==> src/rtl/mem_arb_pkg.sv <==
// mem_arb_pkg: shared definitions for the two-requester memory arbiter.
//   - arb_state_e : arbiter ownership state (IDLE=0, OWN0=1, OWN1=2)
//   - MAX_BURST_DEF : default burst length before a forced hand-over
//   - CNT_W : width of the burst counter (MAX_BURST must fit, range 1..15)
package mem_arb_pkg;

  typedef enum logic [1:0] {
    IDLE = 2'd0,
    OWN0 = 2'd1,
    OWN1 = 2'd2
  } arb_state_e;

  localparam int unsigned MAX_BURST_DEF = 4;
  localparam int unsigned CNT_W         = 4;

endpackage

==> src/rtl/mem_arbiter.sv <==
// mem_arbiter: arbitrates two requesters onto one single-cycle memory port.
//
// Build option: define MEM_ARB_RR_EN for round-robin resolution of
// simultaneous requests; otherwise requester 0 has fixed priority.
//
// Parameters:
//   MAX_BURST  consecutive granted cycles before a forced hand-over (1..15)
//   AW         address width (data width is fixed at 32)
// Ports:
//   clk, rst              clock, asynchronous active-high reset
//   req0/req1             access request, held until the requester is done
//   addr0/addr1           requester addresses
//   wdata0/wdata1         requester write data
//   we0/we1               1 = write, 0 = read
//   gnt0/gnt1             ownership, decoded from the registered state
//   ack0/ack1             access accepted this cycle
//   rdata                 read data shared by both requesters
//   rvalid0/rvalid1       rdata valid for that requester
//   mem_addr/mem_data/mem_we  shared memory port
//   mem_rdata             memory read data, valid one cycle after the address
module mem_arbiter
  import mem_arb_pkg::*;
#(
  parameter int unsigned MAX_BURST = MAX_BURST_DEF,
  parameter int unsigned AW        = 32
) (
  input  logic          clk,
  input  logic          rst,
  input  logic          req0,
  input  logic          req1,
  input  logic [AW-1:0] addr0,
  input  logic [AW-1:0] addr1,
  input  logic [31:0]   wdata0,
  input  logic [31:0]   wdata1,
  input  logic          we0,
  input  logic          we1,
  output logic          gnt0,
  output logic          gnt1,
  output logic          ack0,
  output logic          ack1,
  output logic [31:0]   rdata,
  output logic          rvalid0,
  output logic          rvalid1,
  output logic [AW-1:0] mem_addr,
  output logic [31:0]   mem_data,
  output logic          mem_we,
  input  logic [31:0]   mem_rdata
);

  localparam logic [CNT_W-1:0] BURST_MAX = MAX_BURST[CNT_W-1:0];

  arb_state_e       state_q, state_d;
  logic [CNT_W-1:0] cnt_q, cnt_d, cnt_sat;
  logic [1:0]       rd_pend_q, rd_pend_d;
  logic [31:0]      rdata_q;
  logic             tie_to_1;

  assign gnt0 = (state_q == OWN0);
  assign gnt1 = (state_q == OWN1);
  assign ack0 = gnt0 & req0;
  assign ack1 = gnt1 & req1;

`ifdef MEM_ARB_RR_EN
  // rr_q holds the requester favoured on the next tie; it is the opposite
  // of the last owner, so reset value 0 lets requester 0 win first.
  logic rr_q, rr_d;
  assign tie_to_1 = rr_q;

  always_comb begin
    rr_d = rr_q;
    if (state_d == OWN0 && state_q != OWN0) rr_d = 1'b1;
    if (state_d == OWN1 && state_q != OWN1) rr_d = 1'b0;
  end

  always_ff @(posedge clk or posedge rst) begin
    if (rst) rr_q <= 1'b0;
    else     rr_q <= rr_d;
  end
`else
  assign tie_to_1 = 1'b0;
`endif

  // Shared memory port: only an accepted access drives it, so a release
  // cycle (grant still high, request already low) leaves the port quiet.
  always_comb begin
    mem_addr = '0;
    mem_data = '0;
    mem_we   = 1'b0;
    if (ack0) begin
      mem_addr = addr0;
      mem_data = wdata0;
      mem_we   = we0;
    end else if (ack1) begin
      mem_addr = addr1;
      mem_data = wdata1;
      mem_we   = we1;
    end
  end

  // Counter value including this cycle's ack; the hand-over decision uses
  // it so the owner gets exactly MAX_BURST acks before yielding.
  always_comb begin
    cnt_sat = cnt_q;
    if ((ack0 | ack1) && (cnt_q != BURST_MAX)) cnt_sat = cnt_q + 1'b1;
  end

  always_comb begin
    state_d = state_q;
    case (state_q)
      IDLE: begin
        if (req0 && req1) state_d = tie_to_1 ? OWN1 : OWN0;
        else if (req0)    state_d = OWN0;
        else if (req1)    state_d = OWN1;
      end
      OWN0: begin
        if (!req0)                             state_d = req1 ? OWN1 : IDLE;
        else if (cnt_sat == BURST_MAX && req1) state_d = OWN1;
      end
      OWN1: begin
        if (!req1)                             state_d = req0 ? OWN0 : IDLE;
        else if (cnt_sat == BURST_MAX && req0) state_d = OWN0;
      end
      default: state_d = IDLE;
    endcase
    cnt_d = (state_d != state_q) ? '0 : cnt_sat;
  end

  always_ff @(posedge clk or posedge rst) begin
    if (rst) begin
      state_q <= IDLE;
      cnt_q   <= '0;
    end else begin
      state_q <= state_d;
      cnt_q   <= cnt_d;
    end
  end

  // Read return: the memory answers one cycle after the address, so the
  // pending flag lines up with mem_rdata; rdata_q keeps the last value.
  assign rd_pend_d = {ack1 & ~we1, ack0 & ~we0};
  assign rvalid0   = rd_pend_q[0];
  assign rvalid1   = rd_pend_q[1];
  assign rdata     = (|rd_pend_q) ? mem_rdata : rdata_q;

  always_ff @(posedge clk or posedge rst) begin
    if (rst) begin
      rd_pend_q <= '0;
      rdata_q   <= '0;
    end else begin
      rd_pend_q <= rd_pend_d;
      rdata_q   <= rdata;
    end
  end

endmodule

==> config.mk <==
export PLATFORM = sky130hd
export DESIGN_NAME = mem_arbiter
export DESIGN_NICKNAME = d
export VERILOG_FILES = /design/src/rtl/mem_arb_pkg.sv /design/src/rtl/mem_arbiter.sv
export SDC_FILE = /design/constraint.sdc
export NUM_CORES = 1
export LEC_CHECK = 0
export ABC_AREA = 1
export BUFFER_PORTS_ARGS = -buffer_cell sky130_fd_sc_hd__buf_2
export CORE_AREA = 3 3 103 105
export DETAILED_ROUTE_END_ITERATION = 16
export DIE_AREA = 0 0 106 108
export PLACE_DENSITY = 0.68
export RECOVER_POWER = 100
export SYNTH_ARGS = -nofsm -noshare
export SYNTH_HDL_FRONTEND = slang
export SYNTH_SLANG_ARGS = --single-unit
==> constraint.sdc <==
create_clock -name clk -period 5.1 [get_ports clk]
set_input_delay 0.765 -clock clk [delete_from_list [all_inputs] [get_ports clk]]
set_output_delay 0.765 -clock clk [all_outputs]
set_load 0.005 [all_outputs]
==> flow_metrics.py <==
metrics = {
    "power_and_ir_drop": {
        "p_seq_share_pct": 30.3,
        "power_frac_comb_pct": 53.5,
        "p_total_w": 0.001674,
        "pwr-share-clk_pct": 16.1,
        "p_per_area_mw_per_mm2": 433.2,
        "power_leakage_nw": 2.045,
        "p_sw_w": 0.0006260,
        "p_sw_share_pct": 37.40,
        "vdd_drop_max_v": 0.0002090,
        "internal-power_w": 0.001048,
    },
    "global_routing": {
        "grt_pass1_vias": 2700,
        "grt_max_degree": 67,
        "track_usage_pct": 17.52,
        "overflow": 0,
        "grt_pass1_wl_um": 15160,
        "antenna_found_initial": 9,
    },
    "synth": {
        "syn_area_per_cell_um2": 10.30,
        "yosys-top-cells-area": "dfrtp_1, a22o_1, mux2_2, nand2_1, inv_1",
        "synthFlopType": "dfrtp_1",
        "yosysTopAreaCell": "dfrtp_1",
        "synthesis.nets": 399,
        "ys_warn_count": 0,
        "synth-async-reset-ratio_pct": 100.0,
        "seq_area_frac_synth_pct": 42.08,
        "ys_types": 19,
        "synth_top_area_share_pct": 42.08,
        "ys_top_cells_by_count": "a22o_1, dfrtp_1, mux2_2",
        "syn_inst": 231,
        "synth_edf_count": 0,
        "synth-seq-cells": 40,
        "syn_area_mm2": 0.002379,
        "yosysMostFrequentCell": "a22o_1",
    },
    "critical_path": {
        "crit_chain": "inv_1 > nand3_1 > inv_1 > a22o_1 > buf_2",
        "max_stage_delay_ps": 1380,
        "crit_top_cell": "inv_1",
        "cp-end-kind": "output port",
        "criticalPathCategory": "reg -> out",
        "start_kind": "register",
        "cp-startpoint": "state_q[0]",
        "reg2reg_depth": 3,
        "worstReg2RegEnd": "rdata_q[4]",
        "critPathMaxFanout": 66,
        "r2r_start": "rd_pend_q[1]",
        "required_ps": 4340,
        "critPathArrivalTime_ps": 3070,
        "r2r_setup_slack_ps": 2760,
        "worst_path_max_delay_cell": "inv_1",
        "cpLargestDelayFamily": "buffers and inverters",
        "critPathBufInv": 3,
        "cp-endpoint": "mem_addr[1]",
        "worst-path-stages": 5,
    },
    "floorplanning": {
        "initial_utilization_pct": 24.45,
        "std_cell_rows": 36,
        "core-area_mm2": 0.009729,
        "die_area_mm2": 0.01145,
        "io_pins": 269,
        "die_h_um": 108,
        "fp.dieW_um": 106,
    },
    "placement": {
        "pre_cts_slack_ps": 1961,
        "io_buffers": 268,
        "hpwl_um": 9429,
        "dp.cells": 617,
        "gp_congestion": 0.7719,
    },
    "timing": {
        "min_period_over_period_pct": 75.24,
        "finalHoldViolations": 0,
        "layout_min_cycle_time_ps": 3837,
        "fmaxAchievable_mhz": 260.6,
        "max-slew-margin-rel_pct": -41.94,
        "rsz0062_at_grt": "no",
        "tightest_slew_ps": 2129,
        "setup_viol": 0,
        "fin_setup_tns_ps": 0,
        "final-max-slew-violation-count": 208,
        "final.setup.worst_slack_ps": 1263,
        "fin_skew_ps": 7.752,
    },
    "cells_and_area": {
        "final_util_pct": 39.71,
        "drive_gt1_share_pct": 48.58,
        "fill_cells": 1050,
        "nets": 659,
        "final_cells": 628,
        "area_growth_pct": 62.44,
    },
    "status": {
        "violations": "capacitance limit, slew limit",
        "status": "complete, but fails checks",
    },
    "routing": {
        "finalWirelength_um": 11130,
        "vias_per_cell": 4.541,
        "final_antenna_net_count": 0,
        "vias": 2852,
        "drc": 0,
        "drt_pre_antenna_iters": 4,
        "wl_per_cell_um": 17.72,
        "drt_iter0_drc": 194,
    },
    "cts": {
        "cts_root_buf": "clkbuf_8",
        "cts-resized-gates": 0,
        "cts_tree": "yes",
        "ctsLongestPathBuffers": 2,
        "h-tree-depth": 2,
        "cts-buffers-inserted": 5,
        "cts_setup_buffers": 0,
        "postCtsHoldBufs": 0,
        "clkSinkCount": 40,
        "path_clk_slew_ps": 80,
        "clk_latency_ps": 290,
    },
    "hold_path": {
        "min-delay-path-class": "reg -> reg",
    },
    "run": {
        "maxCapViolCount": 4,
    },
}
-- power groups by stage --
stage,Clock (W),Combinational (W),Sequential [W]
2_1_floorplan,0,0.000553,0.000499
3_5_place_dp,0,0.000971,0.000516
4_1_cts,0.000279,0.000975,0.000510
5_1_grt,0.000297,0.000993,0.000524
6_report,0.000270,0.000896,0.000508
3_3_place_gp,0,0.000949,0.000509
-- how the worst min path moves through the flow --
stage / start / endpoint / slack, ps / depth (start not counted)
2_1_floorplan: rdata_q[0] / rdata_q[0] / 480 / 1
3_3_place_gp: rdata_q[28] / rdata_q[28] / 470 / 1
3_5_place_dp: rdata_q[13] / rdata_q[13] / 480 / 1
4_1_cts: rdata_q[13] / rdata_q[13] / 500 / 1
5_1_grt: rdata_q[29] / rdata_q[29] / 510 / 1
6_report: rdata_q[23] / rdata_q[23] / 490 / 1
-- logic make-up (layout without fill, tap and decap cells) --
family	count (synthesis)	after routing	share of synthesized area [%]
compound gates	65	65	24.04
buf+inv	33	294	5.313
simple gates	59	59	12.36
other cells	0	3	0
fa+ha+maj	2	2	1.052
flops	40	40	42.08
mux	32	32	15.15
-- area by class of cell --
class / count / area [µm²] / share of cell area [%]
Clock inverter: 2 / 38.79 / 1.004
Timing Repair Buffer: 270 / 1276 / 33.03
Inverter: 16 / 60.06 / 1.554
Tap cell: 133 / 166.4 / 4.307
Clock buffer: 6 / 82.58 / 2.137
Multi-Input combinational cell: 158 / 1231 / 31.87
Sequential cell: 40 / 1001 / 25.91
Antenna cell: 3 / 7.507 / 0.1943
-- state kept, by name, indices dropped and copies added (netlist names) --
register	flops
cnt_q	4
state_q	2
rd_pend_q	2
rdata_q	32
-- through the flow --
step	hold slack (ps)	cell area [µm²]
after global routing	513.4	3859
after floorplan	484.9	2379
final	493.8	3864
after CTS	496.5	3959
after global placement	474.7	3837
after detailed placement	478.0	3837
-- cell usage in the layout, fill, tap and decap left out, drive strengths merged --
cell and count:
buf 209, clkbuf 67, a22o 64, dfrtp 40, mux2 32, nand2 26
inv 16, nor2 15, nand3 14, diode 3, nor3 2, nand4 2
ha 2, o21bai 1, bufinv 1, clkinv 1
-- metal layers --
layer  wire [µm]  global-route usage (%)  vias up  share of wire [%]
met5          66                       0        -               0.59
met4         170                   3.238       10                1.5
met1        4271                   21.16     1324                 38
li1            -                       -     1370                  -
met3        1202                   8.119       17                 11
met2        5417                   29.05      131                 49
Power figures use the tool's default switching activity.
